<file path="config.mk">
export PLATFORM = sky130hd
export DESIGN_NAME = first_nios1_system_cpu_oci_dct_packer
export DESIGN_NICKNAME = d
export VERILOG_FILES = /design/src/rtl/first_nios1_system_cpu_oci_dct_packer.sv
export SDC_FILE = /design/constraint.sdc
export NUM_CORES = 1
export LEC_CHECK = 0
export ABC_AREA = 1
export CAP_MARGIN = 20
export CORE_MARGIN = 1
export CORE_UTILIZATION = 48
export DETAILED_ROUTE_END_ITERATION = 16
export PLACE_DENSITY_LB_ADDON = 0.08
export SYNTH_ARGS = -nofsm -noshare
export SYNTH_HDL_FRONTEND = slang
export SYNTH_SLANG_ARGS = --single-unit
export TNS_END_PERCENT = 100
</file>
<file path="constraint.sdc">
create_clock -name clk -period 2.2 [get_ports clk]
set_input_delay 0.33 -clock clk [delete_from_list [all_inputs] [get_ports clk]]
set_output_delay 0.33 -clock clk [all_outputs]
set_load 0.03 [all_outputs]
</file>
<file path="src/rtl/first_nios1_system_cpu_oci_dct_packer.sv">
// first_nios1_system_cpu_oci_dct_packer
// Packs 2-bit trace fragments into 30-bit DCT words (15 fragments each) and
// hands completed or flushed words to the trace sink.
//
// Output handshake: a word is transferred on every rising clk edge where
// out_valid and out_ready are both 1. While out_valid=1 and out_ready=0,
// out_buffer/out_count hold steady. The output register counts as free in
// a cycle where out_valid=0 or out_ready=1, so accepting the old word and
// loading a new word can happen on the same edge.
//
// Optional feature: define FIRST_NIOS1_DCT_DROP_COUNT_EN to add the
// saturating 8-bit drop_count output.
//
// The accumulator FSM state is held in state_q. It can be observed
// hierarchically for debug: EMPTY, PARTIAL, FULL, or FLUSH_PEND (a flush
// is waiting for the output register).
module first_nios1_system_cpu_oci_dct_packer (
  input  logic        clk,
  input  logic        reset,
  input  logic        frag_valid,
  input  logic [1:0]  frag_data,
  input  logic        flush,
  input  logic        test_ending,
  input  logic        out_ready,
  output logic        out_valid,
  output logic [29:0] out_buffer,
  output logic [3:0]  out_count,
  output logic [29:0] dct_buffer,
  output logic [3:0]  dct_count,
  output logic        ovf
`ifdef FIRST_NIOS1_DCT_DROP_COUNT_EN
  ,
  output logic [7:0]  drop_count
`endif
);

  typedef enum logic [1:0] {
    ST_EMPTY      = 2'd0,
    ST_PARTIAL    = 2'd1,
    ST_FULL       = 2'd2,
    ST_FLUSH_PEND = 2'd3
  } state_t;

  state_t      state_q, state_d;
  logic [29:0] acc_buf_q, acc_buf_d;
  logic [3:0]  acc_cnt_q, acc_cnt_d;
  logic        out_valid_d;
  logic [29:0] out_buffer_d;
  logic [3:0]  out_count_d;
  logic        ovf_d;

  logic        out_free;
  logic        flush_req;
  logic        blocked;
  logic        frag_take;
  logic        frag_drop;
  logic [29:0] merged_buf;
  logic [3:0]  merged_cnt;
  logic        xfer;

  // Next-state, accumulator merge, and output-register load decisions.
  always_comb begin
    out_free   = !out_valid || out_ready;
    flush_req  = flush || test_ending;
    // While FULL or waiting to flush, the accumulator must not change.
    blocked    = (state_q == ST_FULL) || (state_q == ST_FLUSH_PEND);
    frag_take  = frag_valid && !blocked;
    frag_drop  = frag_valid && blocked;

    merged_buf = acc_buf_q;
    merged_cnt = acc_cnt_q;
    if (frag_take) begin
      merged_buf = acc_buf_q | ({28'd0, frag_data} << {acc_cnt_q, 1'b0});
      merged_cnt = acc_cnt_q + 4'd1;
    end

    state_d   = state_q;
    acc_buf_d = merged_buf;
    acc_cnt_d = merged_cnt;
    xfer      = 1'b0;

    if (blocked) begin
      if (out_free) begin
        xfer      = 1'b1;
        acc_buf_d = 30'd0;
        acc_cnt_d = 4'd0;
        state_d   = ST_EMPTY;
      end
    end else if (merged_cnt == 4'd15) begin
      if (out_free) begin
        xfer      = 1'b1;
        acc_buf_d = 30'd0;
        acc_cnt_d = 4'd0;
        state_d   = ST_EMPTY;
      end else begin
        state_d   = ST_FULL;
      end
    end else if (flush_req && (merged_cnt != 4'd0)) begin
      if (out_free) begin
        xfer      = 1'b1;
        acc_buf_d = 30'd0;
        acc_cnt_d = 4'd0;
        state_d   = ST_EMPTY;
      end else begin
        state_d   = ST_FLUSH_PEND;
      end
    end else begin
      state_d = (merged_cnt == 4'd0) ? ST_EMPTY : ST_PARTIAL;
    end

    out_valid_d  = out_valid;
    out_buffer_d = out_buffer;
    out_count_d  = out_count;
    if (out_valid && out_ready) begin
      out_valid_d = 1'b0;
    end
    if (xfer) begin
      out_valid_d  = 1'b1;
      out_buffer_d = merged_buf;
      out_count_d  = merged_cnt;
    end

    ovf_d = ovf || frag_drop;
  end

  // State, accumulator, output register and sticky overflow flag.
  always_ff @(posedge clk) begin
    if (reset) begin
      state_q    <= ST_EMPTY;
      acc_buf_q  <= 30'd0;
      acc_cnt_q  <= 4'd0;
      out_valid  <= 1'b0;
      out_buffer <= 30'd0;
      out_count  <= 4'd0;
      ovf        <= 1'b0;
    end else begin
      state_q    <= state_d;
      acc_buf_q  <= acc_buf_d;
      acc_cnt_q  <= acc_cnt_d;
      out_valid  <= out_valid_d;
      out_buffer <= out_buffer_d;
      out_count  <= out_count_d;
      ovf        <= ovf_d;
    end
  end

  assign dct_buffer = acc_buf_q;
  assign dct_count  = acc_cnt_q;

`ifdef FIRST_NIOS1_DCT_DROP_COUNT_EN
  // Saturating count of dropped fragments.
  always_ff @(posedge clk) begin
    if (reset) begin
      drop_count <= 8'd0;
    end else if (frag_drop && (drop_count != 8'hFF)) begin
      drop_count <= drop_count + 8'd1;
    end
  end
`endif

endmodule

</file>
* Yosys cells after proc, flatten, opt, wreduce, memory -nomap -nowiden
Index checks and enable logic that the tools add are counted.
** Word-level totals
- Output and inout bits :: 70
- Register bits :: 72
- Input bits :: 8
- Logic and storage cells :: 50
** Cells by class
- Multiplexer cells :: 23
- Bitwise gates (word level) :: 1
- Reductions and logical operators :: 13
- Equal/unequal tests :: 4
- Shift-type cells :: 1
- Add/subtract/negate cells :: 1
** Operator list (number)
- $mux 30 :: 5
- $or 30x30->30 :: 1
- $shl 2x5->30 :: 1
- $mux 4 :: 5
- $mux 2 :: 6
- $mux 1 :: 7
- $add 4x1->4 const B :: 1
- $eq 2x2->1 const B :: 2
- $eq 4x4->1 const B :: 1
- $logic_and 1x1->1 :: 4
- $logic_not 4->1 :: 1
- $logic_or 1x1->1 :: 4
- $reduce_bool 4->1 :: 1
- $logic_not 1->1 :: 2
- $ne 2x2->1 const B :: 1
- $reduce_bool 2->1 :: 1

* Logic depth before layout (Yosys ltp)
Gate-level depths: netlist of the first run.
- Depth after elaboration :: 11
- Mapped depth :: 14
- Gate-level depth less buffers :: 12

* Worst setup path after synthesis of the first run
No wires, ideal clock.
- Kind :: register -> register
- Start :: register acc_cnt_q[0] (netlist: dct_count[0])
- End :: register out_buffer[7]
- Library setup time :: 0.116 ns
- Data required time :: 2.084 ns
- Buffers on the path :: 2
- Stages on the path, launching flop included :: 14
- Period minus slack after synthesis :: 2.072 ns
- Slack :: 0.128 ns
- Data arrival time :: 1.956 ns
- Cell sequence :: dfxtp_1 > ha_1 > inv_1 > nand3_1 > nand2_2 > nand2_1 > nor2_1 > nand2_2 > nand2_4 > nand3_4 > buf_8 > buf_8 > a21oi_1 > nor2_2
** Between the ends
- Longest elaborated chain between the ends :: 7
- Elaborated cells on any way between the ends :: 11
** RTL lines
- from (decl) :: RTL line 46 : logic [3:0] acc_cnt_q, acc_cnt_d;
- from (signal assigned) :: RTL line 139 : acc_cnt_q <= acc_cnt_d;
- $add 4x1->4 :: RTL line 74 : merged_cnt = acc_cnt_q + 4'd1;
- $mux 4 :: RTL line 72 : if (frag_take) begin
- $reduce_bool 4->1 :: RTL line 98 : end else if (flush_req && (merged_cnt != 4'd0)) begin
- $logic_and 1x1->1 :: RTL line 98
- $mux 1 :: RTL line 98
- $mux 1 :: RTL line 89 : end else if (merged_cnt == 4'd15) begin
- $mux 1 :: RTL line 82 : if (blocked) begin
- to (signal assigned) :: RTL line 141 : out_buffer <= out_buffer_d;
- to (decl) :: RTL line 26 : output logic [29:0] out_buffer,
Parallel ways exist; a longest one is shown, timed or not.
A chain may end at the register's enable or synchronous reset.

* Worst setup path in the final report of the first run
- Start :: input port frag_valid
- End :: register out_buffer[26]
** Between the ends
- Longest elaborated chain between the ends :: 7
- Elaborated cells on any way between the ends :: 9
** RTL lines
- from (decl) :: RTL line 20 : input logic frag_valid,
- $logic_and 1x1->1 * :: RTL line 67 : frag_take = frag_valid && !blocked;
- $mux 4 :: RTL line 72
- $reduce_bool 4->1 :: RTL line 98
- $logic_and 1x1->1 :: RTL line 98
- $mux 1 :: RTL line 98
- $mux 1 :: RTL line 89
- $mux 1 :: RTL line 82
Every way passes the cells marked *; elsewhere a longest branch is shown, timed or not.

==> results of run 1 <==
per-stage QoR:
stage / setup slack, ns / area [um2] / hold slack, ns / power [mW]
2_1_floorplan: 0.128 / 3010 / 0.475 / 2.10
3_3_place_gp: -0.0489 / 3870 / 0.451 / 2.36
3_5_place_dp: -0.0930 / 3870 / 0.457 / 2.37
4_1_cts: 0.196 / 4090 / 0.467 / 3.51
5_1_grt: 0.0895 / 4090 / 0.488 / 3.66
6_report: 0.262 / 4090 / 0.468 / 3.50
cells in the final DEF (no fill, tap or decap):
cell and count:
nand2_1 51, clkbuf_1 1, a21oi_1 48, clkinvlp_4 2
nand2_4 2, bufinv_16 2, nand3_1 25, buf_12 3
nand2_2 5, a21oi_2 18, nand3_4 1, inv_1 10
clkbuf_8 9, dfxtp_1 70, inv_2 5, nor2_2 2
inv_6 1, o21bai_2 1, buf_4 16, o21ai_1 1
ha_1 1, dfxtp_2 1, nand3_2 18, o21bai_1 1
clkdlybuf4s50_1 77, nor2_1 78, clkinv_4 1, nor3_1 8
how the worst max path moves through the flow:
stage                                       start                     endpoint  slack, ns  depth (start not counted)
after floorplan           dct_count[0]$_SDFF_PP0_   out_buffer[7]$_SDFFE_PP0P_       0.13                         13
after global placement                 frag_valid  out_buffer[26]$_SDFFE_PP0P_      -0.05                         13
after detailed placement               frag_valid  out_buffer[26]$_SDFFE_PP0P_      -0.09                         13
after CTS                 dct_count[1]$_SDFF_PP0_     dct_buffer[1]$_SDFF_PP0_       0.20                         13
after global routing      dct_count[1]$_SDFF_PP0_    dct_buffer[28]$_SDFF_PP0_       0.09                         13
final                                  frag_valid  out_buffer[26]$_SDFFE_PP0P_       0.26                         13
worst reg2reg max path, cell delays in order, from the launching register on:
cell and delay, ns:
dfxtp_2 0.39, buf_4 0.18, nand2_1 0.12, nor2_1 0.12
nand3_1 0.11, nand2_2 0.12, inv_2 0.05, nand2_2 0.07
nand2_4 0.05, nand3_4 0.10, buf_4 0.24, nand3_1 0.10
nand2_1 0.10, nor2_1 0.05
logic make-up (layout without fill, tap and decap cells):
group,count (synthesis),in the layout,share of synthesized area
compound gates,69,69,0.140
fa+ha+maj,1,1,0.00415
buf+inv,40,127,0.0814
flops,71,71,0.472
simple gates,190,190,0.303
power breakdown:
group          switching [mW]  total, mW  internal (mW)
combinational           0.546      0.909          0.363
clock                   0.510       1.16          0.645
sequential             0.0563       1.43           1.37
total                    1.11       3.50           2.38
repair_timing:
| action | CTS | global route |
|---|---|---|
| resized for setup | 0 | 1 |
| hold buffers | 0 | 0 |
| setup endpoints to repair | 0 | 2 |
cell type report:
| class | instances | area (um2) |
|---|---|---|
| Fill cell | 537 | 1900 |
| Sequential cell | 71 | 1420 |
| Multi-Input combinational cell | 260 | 1350 |
| Timing Repair Buffer | 96 | 951 |
| Clock buffer | 10 | 128 |
| Tap cell | 75 | 93.8 |
| Clock inverter | 6 | 92.6 |
| Inverter | 15 | 56.3 |
sequential cells by signal, indices dropped and copies added, names as in the netlist:
name / cells
dct_count: 4
ovf: 1
out_valid: 1
out_buffer: 30
dct_buffer: 30
state_q: 1
out_count: 4
layer usage:
layer / vias to the layer above / wire length, um
met3: 9 / 396
li1: 1378 / -
met2: 83 / 3480
met5: - / 0
met1: 1256 / 3830
met4: 0 / 87
==> run summary, run 1 <==
Status = finished clean
Boundary pin count = 78
Unrepaired setup endpoints after global routing = false
Fin Setup TNS = 0 ns
Diodes inserted = 0
Vias = 2726
Synthesized net count = 380
CP max stage cell = clkdlybuf4s50_1
Final period utilization = 0.881
Worst path cell trace = clkdlybuf4s50_1 > inv_1 > nor2_1 > nand3_1 > nand2_2 > inv_2 > nand2_2 > nand2_4 > nand3_4 > buf_4 > nand3_1 > nand2_1 > nor2_1
Worst r2r src = dct_count[1]$_SDFF_PP0_
Top cell type by total area after synthesis = dfxtp_1
NumNets Final = 462
Via density = 5.11
Overflow left after global routing = 0
WL per Instance = 14.6 um
Die Ht = 81.2 um
Buffers & Inverters on Critical Path = 4
DRC violations left = 0
Max-cap violations = 0
Worst-path clk slew = 0.08 ns
Die width = 81.2 um
Met3 Track Usage GR = 0.0461
Post-DP HPWL = 5650 um
Post CTS Setup Buffer Count = 0
Setup Viol. Count Final = 0
DRT iter0 DRCs = 152
Skew-Pair Late Insertion Delay = 0.34 ns
Most common cell in the netlist = nor2_1
Clock root buffer = clkbuf_8
Placer Congestion = 0.887
Syn Inst Count = 371
CP Class = in2reg
Area growth, synth to finish = 35.7%
Worst Path Max Fanout = 11
R2R setup slack = 0.29 ns
Critical Path RT = 2.44 ns
Startpoint types = input pin
P per Cell Area = 854 nW/um2
Max Slew Vio Count = 0
Synth cell types = 24
Detailed Route WL = 7790 um
Reg-to-Reg End = out_buffer[26]$_SDFFE_PP0P_
Busiest grt layer = met2
Number of CTS-inserted buffers = 9
Worst R2R Path Depth = 13
Number of core rows = 28
Worst endpoint data arrival time = 2.18 ns
Drt pass-1 iters = 4
Static Leak = 1.65 nW
Initial antenna violation count = 0
Met2 usage = 0.386
CTS max path bufs = 2
Initial Util = 0.503
Gr usage total = 0.255
Area share of the largest cell type after synthesis = 0.472
Most common library cells after synthesis = nor2_1 (78), dfxtp_1 (71), nand2_1 (51), a21oi_1 (48), nand3_1 (25)
Synth warn = 0
CP Capture Type = flop
Cell depth of the worst min-delay path = 2
VDD IR max = 0.474 mV
Number of synthesized flops with an enable pin = 0
Pin count of the biggest net entering global routing = 37
Synth Register Bits = 71
Core area = 5990 um2
Layout cell share with drive strength beyond 1 = 0.190
Largest cells by area after synthesis = dfxtp_1 (47%), nor2_1 (9.7%), a21oi_1 (8.0%)
Sequential area share after synthesis = 0.472
First-pass GRT wire length = 12500 um
Syn avg cell area = 8.12 um2
CP delay by family, top = buffers and inverters
Max incr delay on CP = 0.62 ns
FFs w/ async S/R, synth = 0
Vias in the first global route = 2493
Clk_skew = 0.00777 ns
Final std cells w/o fill = 533
GR Util met1 = 0.361
TritonCTS clock tree = done
Hold Fails Final Rpt = 0
Hold path startpoint = out_count[2]$_SDFFE_PP0P_
Post-route minimum period = 1.94 ns
DRT antenna net count = 0
Clk sinks = 71
Worst hold path type = reg2reg
Worst-Margin Slew = 0.433 ns
DP Cell Count = 517
Relative slew margins = 0.709
Final core occ = 0.683
Synthesized area = 3010 um2
Hold EP = out_count[2]$_SDFFE_PP0P_
Top_reg_cell synth = dfxtp_1
CTS H-tree lvls = 3
Die area = 6600 um2
Max Fclk = 0.516 GHz
IO Port Bufs = 77
(Power assumes the default switching activity.)
==> run 2, diff against run 1 <==
--- a/config.mk
+++ b/config.mk
@@ -6,7 +6,6 @@
 export NUM_CORES = 1
 export LEC_CHECK = 0
 export ABC_AREA = 1
-export CAP_MARGIN = 20
 export CORE_MARGIN = 1
 export CORE_UTILIZATION = 48
 export DETAILED_ROUTE_END_ITERATION = 16
==> results of run 2 <==
Same layout as run 1: the final DEF is identical, and so are final timing and power.
==> run 3, diff against run 2 <==
--- a/config.mk
+++ b/config.mk
@@ -9,6 +9,7 @@
 export CORE_MARGIN = 1
 export CORE_UTILIZATION = 48
 export DETAILED_ROUTE_END_ITERATION = 16
+export HOLD_SLACK_MARGIN = 0.12
 export PLACE_DENSITY_LB_ADDON = 0.08
 export SYNTH_ARGS = -nofsm -noshare
 export SYNTH_HDL_FRONTEND = slang
==> results of run 3 <==
Same layout as run 1: the final DEF is identical, and so are final timing and power.
